<file path="config.mk">
export PLATFORM = sky130hd
export DESIGN_NAME = zclock_gen_flat
export DESIGN_NICKNAME = d
export VERILOG_FILES = /design/src/rtl/zclock_pkg.sv /design/src/rtl/zclock_gen_if.sv /design/src/rtl/zclock_wait_ch.sv /design/src/rtl/zclock_gen.sv /design/src/flat_wrapper.sv
export SDC_FILE = /design/constraint.sdc
export NUM_CORES = 1
export LEC_CHECK = 0
export CORE_MARGIN = 1
export CORE_UTILIZATION = 50
export DETAILED_ROUTE_END_ITERATION = 7
export PLACE_DENSITY = 0.86
export SLEW_MARGIN = 20
export SYNTH_ARGS = -nofsm -noshare
export SYNTH_HDL_FRONTEND = slang
export SYNTH_SLANG_ARGS = --single-unit
</file>
<file path="constraint.sdc">
create_clock -name clk -period 6.2 [get_ports clk]
set_input_delay 1.24 -clock clk [delete_from_list [all_inputs] [get_ports clk]]
set_output_delay 1.24 -clock clk [all_outputs]
set_load 0.02 [all_outputs]
</file>
<file path="src/rtl/zclock_pkg.sv">
// Shared speed codes and helpers for the Z80 clock generator.
package zclock_pkg;

    localparam int unsigned SPD_14  = 0;
    localparam int unsigned SPD_7   = 1;
    localparam int unsigned SPD_35  = 2;
    localparam int unsigned SPD_175 = 3;

    // Phase bits that must all be ones before a strobe may fire at speed s.
    function automatic int unsigned spd_mask(input int unsigned s);
        return (32'd1 << s) - 32'd1;
    endfunction

endpackage

</file>
<file path="src/rtl/zclock_gen_if.sv">
// Bus between the core arbiter (master) and the clock generator (slave).
interface zclock_gen_if #(
    parameter int unsigned SPD_W  = 2,
    parameter int unsigned N_WAIT = 2,
    parameter int unsigned WAIT_W = 4
) ();

    logic [SPD_W-1:0]         speed_req;
    logic                     rfsh;
    logic                     stall_in;
    logic [N_WAIT-1:0]        wait_trig;
    logic [N_WAIT*WAIT_W-1:0] wait_len;
    logic [N_WAIT-1:0]        wait_fast_only;

    logic                     zclk_out;
    logic                     zpos;
    logic                     zneg;
    logic [SPD_W-1:0]         speed_cur;
    logic [N_WAIT-1:0]        wait_busy;

    modport master (
        output speed_req, rfsh, stall_in, wait_trig, wait_len, wait_fast_only,
        input  zclk_out, zpos, zneg, speed_cur, wait_busy
    );

    modport slave (
        input  speed_req, rfsh, stall_in, wait_trig, wait_len, wait_fast_only,
        output zclk_out, zpos, zneg, speed_cur, wait_busy
    );

endinterface

</file>
<file path="src/rtl/zclock_wait_ch.sv">
// One retriggerable wait-state channel: a trigger loads the length, then counts down to zero.
module zclock_wait_ch #(
    parameter int unsigned WAIT_W = 4
) (
    input  logic              clk,
    input  logic              rst_n,
    input  logic              trig_i,
    input  logic [WAIT_W-1:0] len_i,
    input  logic              fast_only_i,
    input  logic              spd_fast_i,
    output logic              accept_o,
    output logic              busy_o
);

    logic [WAIT_W-1:0] cnt_q, cnt_d;

    // Fast-only channels ignore triggers unless running at the top speed.
    always_comb begin
        accept_o = trig_i & (~fast_only_i | spd_fast_i);
    end

    // Reload on an accepted trigger (no accumulation), otherwise count down to zero.
    always_comb begin
        cnt_d = cnt_q;
        if (accept_o) begin
            cnt_d = len_i;
        end else if (cnt_q != '0) begin
            cnt_d = cnt_q - WAIT_W'(1);
        end
    end

    // Counter register.
    always_ff @(posedge clk or negedge rst_n) begin
        if (!rst_n) begin
            cnt_q <= '0;
        end else begin
            cnt_q <= cnt_d;
        end
    end

    assign busy_o = (cnt_q != '0);

endmodule

</file>
<file path="src/rtl/zclock_gen.sv">
// Z80 clock generator: divides clk into zclk_out with zpos/zneg pre-edge strobes, applies
// speed changes only at a safe zpos, and stalls on wait channels or an external stall level.
module zclock_gen
    import zclock_pkg::*;
#(
    parameter int unsigned SPD_W          = 2,
    parameter int unsigned INIT_SPEED     = 2,
    parameter int unsigned N_WAIT         = 2,
    parameter int unsigned WAIT_W         = 4,
    parameter bit          SWITCH_ANYTIME = 1'b0
) (
    input logic         clk,
    input logic         rst_n,
    zclock_gen_if.slave bus
);

    // Highest usable speed code; the phase counter needs one bit per doubling.
    localparam int unsigned SPD_MAX = ((2 ** SPD_W) - 1 > SPD_175) ? SPD_175 : (2 ** SPD_W) - 1;
    localparam int unsigned PH_W    = (SPD_MAX > 0) ? SPD_MAX : 1;

    logic [PH_W-1:0]   ph_q, ph_d;
    logic [PH_W-1:0]   mask;
    logic [SPD_W-1:0]  speed_q, speed_d, speed_tgt;
    logic              zpos_q, zpos_d, zneg_q, zneg_d, zclk_q;
    logic [N_WAIT-1:0] accept, busy;
    logic              stall, tick, do_switch;

    generate
        if ((2 ** SPD_W) - 1 > SPD_MAX) begin : g_clamp
            // Codes beyond the slowest supported speed run at the slowest speed.
            always_comb begin
                speed_tgt = (bus.speed_req > SPD_W'(SPD_MAX)) ? SPD_W'(SPD_MAX) : bus.speed_req;
            end
        end else begin : g_noclamp
            assign speed_tgt = bus.speed_req;
        end
    endgenerate

    for (genvar i = 0; i < N_WAIT; i++) begin : g_wait
        zclock_wait_ch #(
            .WAIT_W (WAIT_W)
        ) u_ch (
            .clk         (clk),
            .rst_n       (rst_n),
            .trig_i      (bus.wait_trig[i]),
            .len_i       (bus.wait_len[i*WAIT_W +: WAIT_W]),
            .fast_only_i (bus.wait_fast_only[i]),
            .spd_fast_i  (speed_q == '0),
            .accept_o    (accept[i]),
            .busy_o      (busy[i])
        );
    end

    // Tick, strobe and speed-switch decisions; a switch restarts the phase so the
    // new rate begins with a full low half-period.
    always_comb begin
        mask      = PH_W'(spd_mask(32'(speed_q)));
        tick      = ((ph_q & mask) == mask);
        stall     = bus.stall_in | (|busy) | (|accept);
        zpos_d    = tick & ~stall & zclk_q;
        zneg_d    = tick & ~stall & ~zclk_q;
        do_switch = (speed_tgt != speed_q) & zpos_d & (bus.rfsh | SWITCH_ANYTIME);
        speed_d   = do_switch ? speed_tgt : speed_q;
        if (do_switch) begin
            ph_d = '0;
        end else if (stall) begin
            ph_d = ph_q;
        end else begin
            ph_d = ph_q + PH_W'(1);
        end
    end

    // Phase, speed and strobe registers.
    always_ff @(posedge clk or negedge rst_n) begin
        if (!rst_n) begin
            ph_q    <= '0;
            speed_q <= SPD_W'(INIT_SPEED);
            zpos_q  <= 1'b0;
            zneg_q  <= 1'b0;
        end else begin
            ph_q    <= ph_d;
            speed_q <= speed_d;
            zpos_q  <= zpos_d;
            zneg_q  <= zneg_d;
        end
    end

    // zclk edges move half a clk after the strobes so the core sees them early.
    always_ff @(negedge clk or negedge rst_n) begin
        if (!rst_n) begin
            zclk_q <= 1'b0;
        end else if (zpos_q) begin
            zclk_q <= 1'b0;
        end else if (zneg_q) begin
            zclk_q <= 1'b1;
        end
    end

    assign bus.zclk_out  = zclk_q;
    assign bus.zpos      = zpos_q;
    assign bus.zneg      = zneg_q;
    assign bus.speed_cur = speed_q;
    assign bus.wait_busy = busy;

endmodule
</file>
<file path="src/flat_wrapper.sv">
// flat-port wrapper written by rule: the top's interface ports become plain ports
module zclock_gen_flat import zclock_pkg::*;
#(
    parameter int unsigned SPD_W          = 2,
    parameter int unsigned INIT_SPEED     = 2,
    parameter int unsigned N_WAIT         = 2,
    parameter int unsigned WAIT_W         = 4,
    parameter bit          SWITCH_ANYTIME = 1'b0
)
  (clk, rst_n, bus_speed_req, bus_rfsh, bus_stall_in, bus_wait_trig, bus_wait_len, bus_wait_fast_only, bus_zclk_out, bus_zpos, bus_zneg, bus_speed_cur, bus_wait_busy);
  zclock_gen_if #(.SPD_W(SPD_W), .N_WAIT(N_WAIT), .WAIT_W(WAIT_W)) bus_i ();
  input logic clk;
  input logic rst_n;
  input wire logic [$bits(bus_i.speed_req)-1:0] bus_speed_req;
  input wire logic [$bits(bus_i.rfsh)-1:0] bus_rfsh;
  input wire logic [$bits(bus_i.stall_in)-1:0] bus_stall_in;
  input wire logic [$bits(bus_i.wait_trig)-1:0] bus_wait_trig;
  input wire logic [$bits(bus_i.wait_len)-1:0] bus_wait_len;
  input wire logic [$bits(bus_i.wait_fast_only)-1:0] bus_wait_fast_only;
  output wire logic [$bits(bus_i.zclk_out)-1:0] bus_zclk_out;
  output wire logic [$bits(bus_i.zpos)-1:0] bus_zpos;
  output wire logic [$bits(bus_i.zneg)-1:0] bus_zneg;
  output wire logic [$bits(bus_i.speed_cur)-1:0] bus_speed_cur;
  output wire logic [$bits(bus_i.wait_busy)-1:0] bus_wait_busy;
  assign bus_i.speed_req = bus_speed_req;
  assign bus_i.rfsh = bus_rfsh;
  assign bus_i.stall_in = bus_stall_in;
  assign bus_i.wait_trig = bus_wait_trig;
  assign bus_i.wait_len = bus_wait_len;
  assign bus_i.wait_fast_only = bus_wait_fast_only;
  assign bus_zclk_out = bus_i.zclk_out;
  assign bus_zpos = bus_i.zpos;
  assign bus_zneg = bus_i.zneg;
  assign bus_speed_cur = bus_i.speed_cur;
  assign bus_wait_busy = bus_i.wait_busy;
  zclock_gen #(.SPD_W(SPD_W), .INIT_SPEED(INIT_SPEED), .N_WAIT(N_WAIT), .WAIT_W(WAIT_W), .SWITCH_ANYTIME(SWITCH_ANYTIME)) u_core (.clk(clk), .rst_n(rst_n), .bus(bus_i));
endmodule
</file>
==> results.json <==
{
  "overflow": 0,
  "setup_viol": 0,
  "post_cts_buffers": 0,
  "grt_pass1_vias": 713,
  "yosys_warnings": 0,
  "vias": 735,
  "yosys.area_share.adder": 0.0669,
  "cts_hold_buf": 0,
  "cts_max_level": 1,
  "fillCellCount": 133,
  "crit_family": "buffers and inverters",
  "critPathMaxFanout": 5,
  "synth_top_family_by_area": "simple AND/OR/NAND/NOR gates",
  "synth_compound_area_frac": 0.112,
  "clock_latency_ns": 0.30,
  "ys_async_sr_fraction": 1.00,
  "muxShareOfSynthArea": 0.0482,
  "synth_xor_area_frac": 0.0562,
  "num_io_pins": 25,
  "max_cap_viol_count": 0,
  "antenna_cells": 0,
  "cts_tree": "yes",
  "arrival_ns": 4.50,
  "outcome": "completed",
  "die_x_um": 45.2,
  "place_congestion": 0.702,
  "cts_max_path_buffers": 2,
  "syn_to_final_growth_pct": 30.4,
  "pre_cts_ws_ns": 0.777,
  "cp_num_buf_inv": 1,
  "synth_nets": 117,
  "grt_pass1_wl_um": 3020,
  "drt_wl_total_um": 1830,
  "drc": 0,
  "initial_core_util": 0.535,
  "cts_resized": 0,
  "hold_viol_final": 0,
  "synth.cell_area_um2": 935,
  "max-slew-margin-rel": 0.766,
  "p_per_area_mw_per_mm2": 216,
  "yosys.area_share.simple": 0.221,
  "grt_start_max_net_pins": 17,
  "rows": 15,
  "ir_drop_uv": 141,
  "grt_util_all_layers": 0.216,
  "start_kind": "flop",
  "core-area_mm2": 0.00175,
  "postSynthAreaPerCell_um2": 9.94,
  "avgRoutedWirePerCell_um": 12.7,
  "netlist_instances": 94,
  "dr.pass1.iters": 4,
  "critPathKind": "reg2out",
  "portBuffers": 24,
  "tightest_slew_ns": 0.352,
  "setup.worst_path.end_class": "primary output",
  "yosys.cell_types.count": 29,
  "yosys_most_used_dff": "dfrtp_1",
  "synth-edff-count": 0,
  "drt_iter0_drc": 13,
  "cts-buffers-inserted": 3,
  "drive_gt1_frac": 0.101,
  "place_inst": 140,
  "r2r_setup_slack_ns": 1.60,
  "antenna_found_initial": 0,
  "die_y_um": 45.2,
  "final_max_slew_viol_count": 0,
  "postRouteAntennaNets": 0,
  "critPathMaxStageDelay_ns": 0.62,
  "fin_hold_ws_ns": 0.524,
  "hp-class": "reg2reg",
  "clk_root_buffer_cell": "clkbuf_4",
  "cp.required_ns": 4.96,
  "die_area_mm2": 0.00205,
  "finalNonFillerCells": 144,
  "slowest_stage": "clkdlybuf4s50_1",
  "tns_ns": 0,
  "cp_cell_sequence": "clkdlybuf4s50_1",
  "fin_ws_ns": 0.465,
  "nNetsFinal": 143,
  "yosysSeqAreaShare": 0.430,
  "avgViaCountPerCell": 5.10,
  "skew_ns": 0.00132,
  "p_leak_nw": 0.586,
  "clkTransAtPathRegs_ns": 0.10,
  "ys_ff_latch": 16,
  "rsz0062_at_grt": "no",
  "dp_hpwl_um": 1430,
  "cts_sinks": 16
}
report_power, final:
group	leakage, nW	switching (mW)	internal, mW
sequential	0.201	0.00929	0.116
clock	0.0210	0.0360	0.0359
combinational	0.364	0.0314	0.0344
sequential cells by signal, indices dropped and copies added, names as in the netlist:
register	cells
u_core.bus.zneg	1
u_core.bus.zpos	1
u_core.bus.zclk_out	1
u_core.g_wait.u_ch.cnt_q	8
u_core.bus.speed_cur	2
u_core.ph_q	3
cell usage after synthesis (2+ instances only):
cell type	number	area (um2)
xnor2_1	2	17.5
nand3_1	4	20.0
or3b_1	2	17.5
or3_1	3	18.8
inv_1	8	30.0
dfrtp_1	14	350
buf_4	2	15.0
nor3_1	2	10.0
ha_1	5	62.6
xor2_1	4	35.0
a21oi_1	9	45.0
nor2_1	10	37.5
o21ai_0	2	10.0
a221o_1	2	20.0
mux2_2	2	22.5
nand2_1	7	26.3
mux2_1	2	22.5
o21ai_1	3	15.0
logic make-up after synthesis:
family | Yosys count
AOI/OAI and AO/OA | 18
xor gates and xnor gates | 6
adders and majority gates | 5
buffers and inverters | 12
DFF | 16
muxes | 4
and+or+nand+nor | 33
cell usage in the layout, fill, tap and decap left out:
cell type,count
buf_4,1
nand2_1,7
nand3_1,4
nor2_4,1
xor2_1,4
xnor2_1,2
clkbuf_8,1
or3b_1,2
o31ai_1,1
nor3_1,2
dfrtn_1,1
or3_1,3
o21ai_1,3
a221o_1,2
dfstp_2,1
a21oi_1,9
ha_1,5
nor2_1,10
o21ai_0,2
nand4b_4,1
inv_1,8
o211ai_1,1
mux2_2,2
nor2_8,1
clkdlybuf4s50_1,24
or2_0,1
dfrtp_1,14
clkbuf_4,3
mux2_1,2
nand4b_2,1
per-stage QoR:
| step | cell area [um2] | total power [mW] | util |
|---|---|---|---|
| after floorplan | 935 | 0.170 | - |
| after global placement | 1180 | 0.189 | 0.677 |
| after detailed placement | 1180 | 0.194 | 0.677 |
| after CTS | 1220 | 0.265 | 0.698 |
| after global routing | 1220 | 0.280 | 0.698 |
| final | 1220 | 0.263 | 0.698 |
area by class of cell:
type	count	area (um2)	area share
well taps	25	31.3	0.0257
flip-flops and latches	16	402	0.330
clock buffers	4	36.3	0.0298
repair buffers	25	248	0.203
inverters	8	30.0	0.0246
multi-input cells	66	472	0.387
layer usage:
layer	wire [um]	track usage
met5	0	0
met3	45	0.0600
met2	963	0.362
met1	781	0.253
met4	44	0.109
worst paths after layout:
path / from / endpoint / cells past startpoint
setup / recovery: u_core.bus.zclk_out / bus_zclk_out / 1
hold / removal: u_core.ph_q[1] / u_core.ph_q[1] / 2
setup reg to reg: u_core.bus.zclk_out / u_core.bus.speed_cur[0] / 4
hold reg to reg: u_core.ph_q[1] / u_core.ph_q[1] / 2
max in group asynchronous: rst_n / u_core.bus.zclk_out / 2
min in group asynchronous: rst_n / u_core.g_wait[0].u_ch.cnt_q[3] / 2
No activity file was read; power rests on OpenSTA's default activity.
